### src/rtl/trace_uart_tx.sv
// trace_uart_tx: streams captured {pc, alu} samples as "PPPPPPPP AAAAAAAA\r\n" over an 8N1 UART.
module trace_uart_tx #(
  parameter int CLKS_PER_BIT = 104,
  parameter int DROP_W = 8
) (
  input  logic              clk,
  input  logic              rst,
  input  logic              sample_valid,
  input  logic [31:0]       pc_in,
  input  logic [31:0]       alu_in,
  output logic              tx,
  output logic              busy,
  output logic [DROP_W-1:0] dropped
);
  typedef enum logic [1:0] {IDLE, START, DATA, STOP} state_t;
  localparam logic [15:0] BMAX = 16'(CLKS_PER_BIT - 1);
  state_t            state_q;
  logic [63:0]       active_q, pend_q;
  logic              pend_v_q, tx_q;
  logic [4:0]        char_q;
  logic [2:0]        bit_q;
  logic [15:0]       baud_q;
  logic [DROP_W-1:0] drop_q;
  logic [3:0]        nib_idx, nib;
  logic [7:0]        hx, chr;
  logic              bit_end, line_end, tx_d;
  // Chars 0-7 are pc nibbles 15..8, chars 9-16 are alu nibbles 7..0.
  always_comb begin
    nib_idx  = char_q < 5'd8 ? 4'(5'd15 - char_q) : 4'(5'd16 - char_q);
    nib      = active_q[{nib_idx, 2'b00} +: 4];
    hx       = nib < 4'd10 ? 8'h30 + {4'h0, nib} : 8'h37 + {4'h0, nib};
    chr      = char_q == 5'd8 ? 8'h20 : char_q == 5'd17 ? 8'h0D : char_q == 5'd18 ? 8'h0A : hx;
    bit_end  = baud_q == BMAX;
    line_end = state_q == STOP && bit_end && char_q == 5'd18;
    tx_d     = state_q == DATA ? chr[bit_q] : state_q != START;
  end
  always_ff @(posedge clk) begin
    if (rst) begin
      state_q  <= IDLE;
      tx_q     <= 1'b1;
      pend_v_q <= 1'b0;
      drop_q   <= '0;
      char_q   <= '0;
      bit_q    <= '0;
      baud_q   <= '0;
    end else begin
      tx_q   <= tx_d;
      baud_q <= (state_q == IDLE || bit_end) ? '0 : baud_q + 16'd1;
      case (state_q)
        IDLE: if (sample_valid) begin
          active_q <= {pc_in, alu_in};
          char_q   <= '0;
          state_q  <= START;
        end
        START: if (bit_end) begin
          bit_q   <= '0;
          state_q <= DATA;
        end
        DATA: if (bit_end) begin
          bit_q <= bit_q + 3'd1;
          if (bit_q == 3'd7) state_q <= STOP;
        end
        default: if (bit_end) begin
          state_q <= START;
          char_q  <= char_q + 5'd1;
          if (char_q == 5'd18) begin
            char_q <= '0;
            if (pend_v_q) active_q <= pend_q;
            else if (sample_valid) active_q <= {pc_in, alu_in};
            else state_q <= IDLE;
          end
        end
      endcase
      // At a line boundary the pending slot is consumed, so a same-cycle sample refills it.
      if (line_end && pend_v_q) begin
        pend_v_q <= sample_valid;
        if (sample_valid) pend_q <= {pc_in, alu_in};
      end else if (sample_valid && state_q != IDLE && !line_end) begin
        if (!pend_v_q) begin
          pend_q   <= {pc_in, alu_in};
          pend_v_q <= 1'b1;
        end else if (drop_q != '1) drop_q <= drop_q + DROP_W'(1);
      end
    end
  end
  assign tx      = tx_q;
  assign busy    = state_q != IDLE || pend_v_q;
  assign dropped = drop_q;
endmodule

### config.mk
export PLATFORM = sky130hd
export DESIGN_NAME = trace_uart_tx
export DESIGN_NICKNAME = d
export VERILOG_FILES = /design/src/rtl/trace_uart_tx.sv
export SDC_FILE = /design/constraint.sdc
export NUM_CORES = 1
export LEC_CHECK = 0
export CAP_MARGIN = 10
export CORE_ASPECT_RATIO = 1.1
export CORE_MARGIN = 2
export CORE_UTILIZATION = 60
export CTS_BUF_LIST = sky130_fd_sc_hd__clkbuf_2 sky130_fd_sc_hd__clkbuf_4 sky130_fd_sc_hd__clkbuf_8
export DETAILED_ROUTE_END_ITERATION = 6
export GPL_ROUTABILITY_DRIVEN = 0
export GPL_TIMING_DRIVEN = 0
export PLACE_DENSITY = 0.83
export SKIP_LAST_GASP = 1
export SLEW_MARGIN = 20
export SYNTH_ARGS = -nofsm -noshare
export SYNTH_HDL_FRONTEND = slang
export SYNTH_SLANG_ARGS = --single-unit
export TNS_END_PERCENT = 20
### constraint.sdc
create_clock -name clk -period 22 [get_ports clk]
set_input_delay 4.4 -clock clk [delete_from_list [all_inputs] [get_ports clk]]
set_output_delay 4.4 -clock clk [all_outputs]
set_load 0.01 [all_outputs]
# After elaboration in Yosys (flattened, before gate mapping)
# Index checks and enable logic that the tools add are counted.
# Widths: inputs -> output; s select.
# totals
inputBits	67
output_inout_bits	10
ff_bits	164
# op_classes
mux	35
bitwise_logic	3
n_shift	1
reduce_logical	22
n_eq_ne	16
n_lt_le_gt_ge	3
addsub	8
# op_table
cell	n
$mux 64	8
$pmux 64 s2	1
$shiftx 64x7->4	1
$mux 7	4
$add 16x1->16 const B	1
$eq 16x7->1 const B	1
$mux 5	3
$add 6x4->7 const A	2
$reduce_and 4->1	3
$eq 5x5->1 const B	2
$mux 2	5
$pmux 5 s2	1
$reduce_bool 2->1	5
$add 8x1->8 const B	1
$ne 2x2->1 const B	4
$ne 8x8->1 const B	1
$mux 1	7
$mux 3	2
$ne 2x1->1 const B	3
$pmux 2 s3	1
$pmux 3 s2	1
$reduce_and 3->1	2
$add 5x1->5 const B	1
$eq 5x4->1 const B	1
other kinds (18)	27

# Depth between registers and ports, before layout
# depth
depth_word	11
depth_mapped	17

# Worst setup path after synthesis
# Ideal clock, no wire load.
# synth_timing
path_kind	input -> register
startpoint	input port sample_valid
endpoint	register pend_q[0] (enable)
path_stages	5
arrival_time_ns	9.866
t_required_ns	21.416
slack_ns	11.550
path_cell_list	clkbuf_1 > clkbuf_1 > nand3b_1 > a21oi_1 > a21boi_0
# synth_between
elab_chain_len	4
# synth_lines
item	line	source
start: declaration	8	input logic sample_valid,
$logic_and 1x1->1 (2 in series)	78	end else if (sample_valid && state_q != IDLE && !line_end) begin
$reduce_bool 2->1 (no source line)	-	
$reduce_and 4->1 (no source line) (*)	-	
end signal: assignment	77	if (sample_valid) pend_q <= {pc_in, alu_in};
end signal: assignment	80	pend_q <= {pc_in, alu_in};
end: declaration	18	logic [63:0] active_q, pend_q;
# Every way passes the cells marked *; elsewhere a longest branch is shown, timed or not.
# A chain may end at the register's enable or synchronous reset.

# Final worst setup path
# layout_timing
startpoint	register state_q[0]
endpoint	output port busy
# layout_between
elab_chain_len	2
# layout_lines
item	line	source
start: declaration	17	state_t state_q;
start signal: assignment	39	state_q <= IDLE;
start signal: assignment	53	state_q <= START;
start signal: assignment	57	state_q <= DATA;
$reduce_bool 2->1	87	assign busy = state_q != IDLE || pend_v_q;
$logic_or 1x1->1	87	
end: declaration	12	output logic busy,
# No other way between the ends.

==> impl_metrics.yaml <==
critical_path:
  crit_required_ns: 17.60
  worst_r2r_path_depth: 16
  r2r_setup_slack_ns: 17.68
  arrival_ns: 2.11
  endpoint: "busy"
  worstReg2RegStart: "char_q[1]"
  critPathLaunch: "state_q[0]"
  endpoint_kind: "output pin"
  path_max_fanout: 10
  r2r_end: "tx"
  cp-start-kind: "register"
  crit_type: "register to output pin"
layout:
  nets: 929
  final_common_cell: "edfxtp_1"
  drive_gt1_frac: 0.0977
  area_growth_pct: 18.3
  antenna_cells: 0
  mostFrequentLayoutCells: "edfxtp_1 (128), nand2_1 (96), mux2i_1 (85)"
global_routing:
  grt_pass1_vias: 6587
  grt_pass1_wl_mm: 33.2
  grt_usage: 0.288
  overflow: 0
  antenna_found_initial: 0
  grt_max_degree: 24
routing:
  vias: 6464
  drt_iter0_drc: 780
  wl_per_cell_um: 19.5
  drc_errors: 0
  drt_first_pass_iters: 5
  vias_per_cell: 6.17
  antenna_left: 0
  wl_mm: 20.5
job:
  drv_cap: 0
sta:
  clock_skew_ns: 0.0119
  period_share: 0.296
  period_minus_slack_ns: 6.51
  slew_violations: 0
  holdWs_ns: 0.445
  worstMarginPinSlew_ns: 0.857
  setup_violations: 0
  fin_tns_setup_ns: 0
  rsz0062_at_grt: "no"
  fin_ws_ns: 15.49
  timing.fmax_mhz: 154
  slew_headroom: 0.429
  hold_viol_final: 0
worst_hold_path:
  min-delay-start: "baud_q[0]"
  min_path_type: "register to register"
clock_network:
  root_buffer: "clkbuf_8"
  cts.sinks: 164
  clk_pin_slew_worst_paths_ns: 0.08
  cts_tree: "yes"
  cts_buffers: 17
  worstSkewPairLatency_ns: 0.46
  cts_hold_buf: 0
  post_cts.repair.setup_buffers: 0
  clockBufferDepth: 2
  cts_resized: 0
  h-tree-depth: 4
floorplan:
  rows: 45
  dieWidth_um: 117
  die_h_um: 128
  dieArea_um2: 15000
  core_area_um2: 13800
  start_util: 0.612
  ioPinCount: 77
power:
  vdd_drop_max_mv: 0.0556
  power.switching_mw: 0.355
  p_comb_frac: 0.312
  clock_power_share: 0.214
  power.internal_mw: 0.696
  powerDensity_nw_per_um2: 105
  pwr-share-seq: 0.474
  p_leak_nw: 3.44
  swShare: 0.338
synth:
  synth_edf_count: 128
  syn_area_um2: 8440
  ys_types: 68
  syn_nets: 825
  avgSynthCellArea_um2: 11.3
  ys.flop_type: "edfxtp_1"
  ys_ff_latch: 164
  async_flop_share: 0
  synth_seq_area_share: 0.541
  syn_inst: 744
  ys_warn_count: 0
place:
  dp_hpwl_mm: 14.7
  place_ws_ns: 15.21
  port_buffers: 75
outcome:
  status: "complete, no violations"
how the worst min path moves through the flow:
stage / slack [ns] / endpoint / cells past startpoint
floorplan: 0.41 / baud_q[0] / 1
global placement: 0.42 / baud_q[0] / 1
detailed placement: 0.43 / baud_q[0] / 1
CTS: 0.45 / baud_q[0] / 1
global route: 0.49 / baud_q[0] / 1
finish: 0.45 / baud_q[0] / 1
state kept, by name, summed over array words and instances, names as in the netlist:
signal and flops:
pend_v_q 1, dropped 8, tx 1, bit_q 3, pend_q 64, baud_q 16, char_q 5, active_q 64
state_q 2
logic make-up after synthesis:
kind of cell,share of synthesized area
DFF,0.541
buffers and inverters,0.0356
xor gates and xnor gates,0.0259
muxes,0.143
and+or+nand+nor,0.117
AOI/OAI and AO/OA,0.116
adders and majority gates,0.0208
metrics by stage:
step | util | area [um^2] | total power, mW | std cells
6_report | 0.724 | 9980 | 1.05 | 1048
5_1_grt | 0.724 | 9980 | 1.10 | 1048
4_1_cts | 0.724 | 9980 | 1.04 | 1048
3_5_place_dp | 0.695 | 9580 | 0.823 | 1017
3_3_place_gp | 0.683 | 9420 | 0.798 | 1007
2_1_floorplan | - | 8440 | 0.706 | 744
synth_stat cells, drive strengths merged, types with 2 or more instances:
library cell  count  share of area
buf              20          0.016
mux4              8          0.024
nand4             4         0.0030
clkbuf           29          0.013
and2              4         0.0033
edfxtp          128           0.46
o41ai             3         0.0040
inv              14         0.0062
xnor2             8         0.0083
a221oi            2         0.0021
a21oi            21          0.013
and3              7         0.0052
a22oi             4         0.0042
or3               5         0.0043
o21bai            2         0.0018
mux2i            85           0.10
nand2b            5         0.0037
dfxtp            36          0.085
nor4              7         0.0067
ha               14          0.021
o31ai             2         0.0024
a211oi           11         0.0098
a211o             6         0.0062
nor2             46          0.021
mux2             14          0.019
and4              2         0.0021
nand2            96          0.043
nand3            18          0.011
o21ai            74          0.044
o211ai            6         0.0053
nor3             13         0.0077
o22ai             9         0.0067
o221ai            5         0.0052
xor2             17          0.018
critical path, stage by stage, from the launching register on:
cell             delay, ns
dfxtp_1               0.43
inv_1                 0.11
ha_1                  0.22
clkbuf_1              0.22
nand2b_1              0.13
clkdlybuf4s50_1       0.54
power groups by stage:
stage / clock network (mW) / registers (mW) / logic, mW
2_1_floorplan: 0 / 0.489 / 0.216
3_3_place_gp: 0 / 0.516 / 0.282
3_5_place_dp: 0 / 0.502 / 0.322
4_1_cts: 0.226 / 0.496 / 0.323
5_1_grt: 0.238 / 0.506 / 0.357
6_report: 0.224 / 0.498 / 0.328
layer usage:
metal	vias to the layer above	global-route usage	routed length (um)
li1	2991	-	-
met1	3103	0.380	8500
met2	324	0.477	10100
met3	46	0.0556	1370
met4	0	0.101	520
met5	-	0	0
final cells by class:
class                      count  area (um^2)
sequential                   164         4560
fill                         947         3810
multi-input combinational    516         3590
timing repair buffer          85          893
buffer                        49          244
clock buffer                  18          241
tap                          188          235
clock inverter                13          160
inverter                      15         56.3
(Power assumes the default switching activity.)
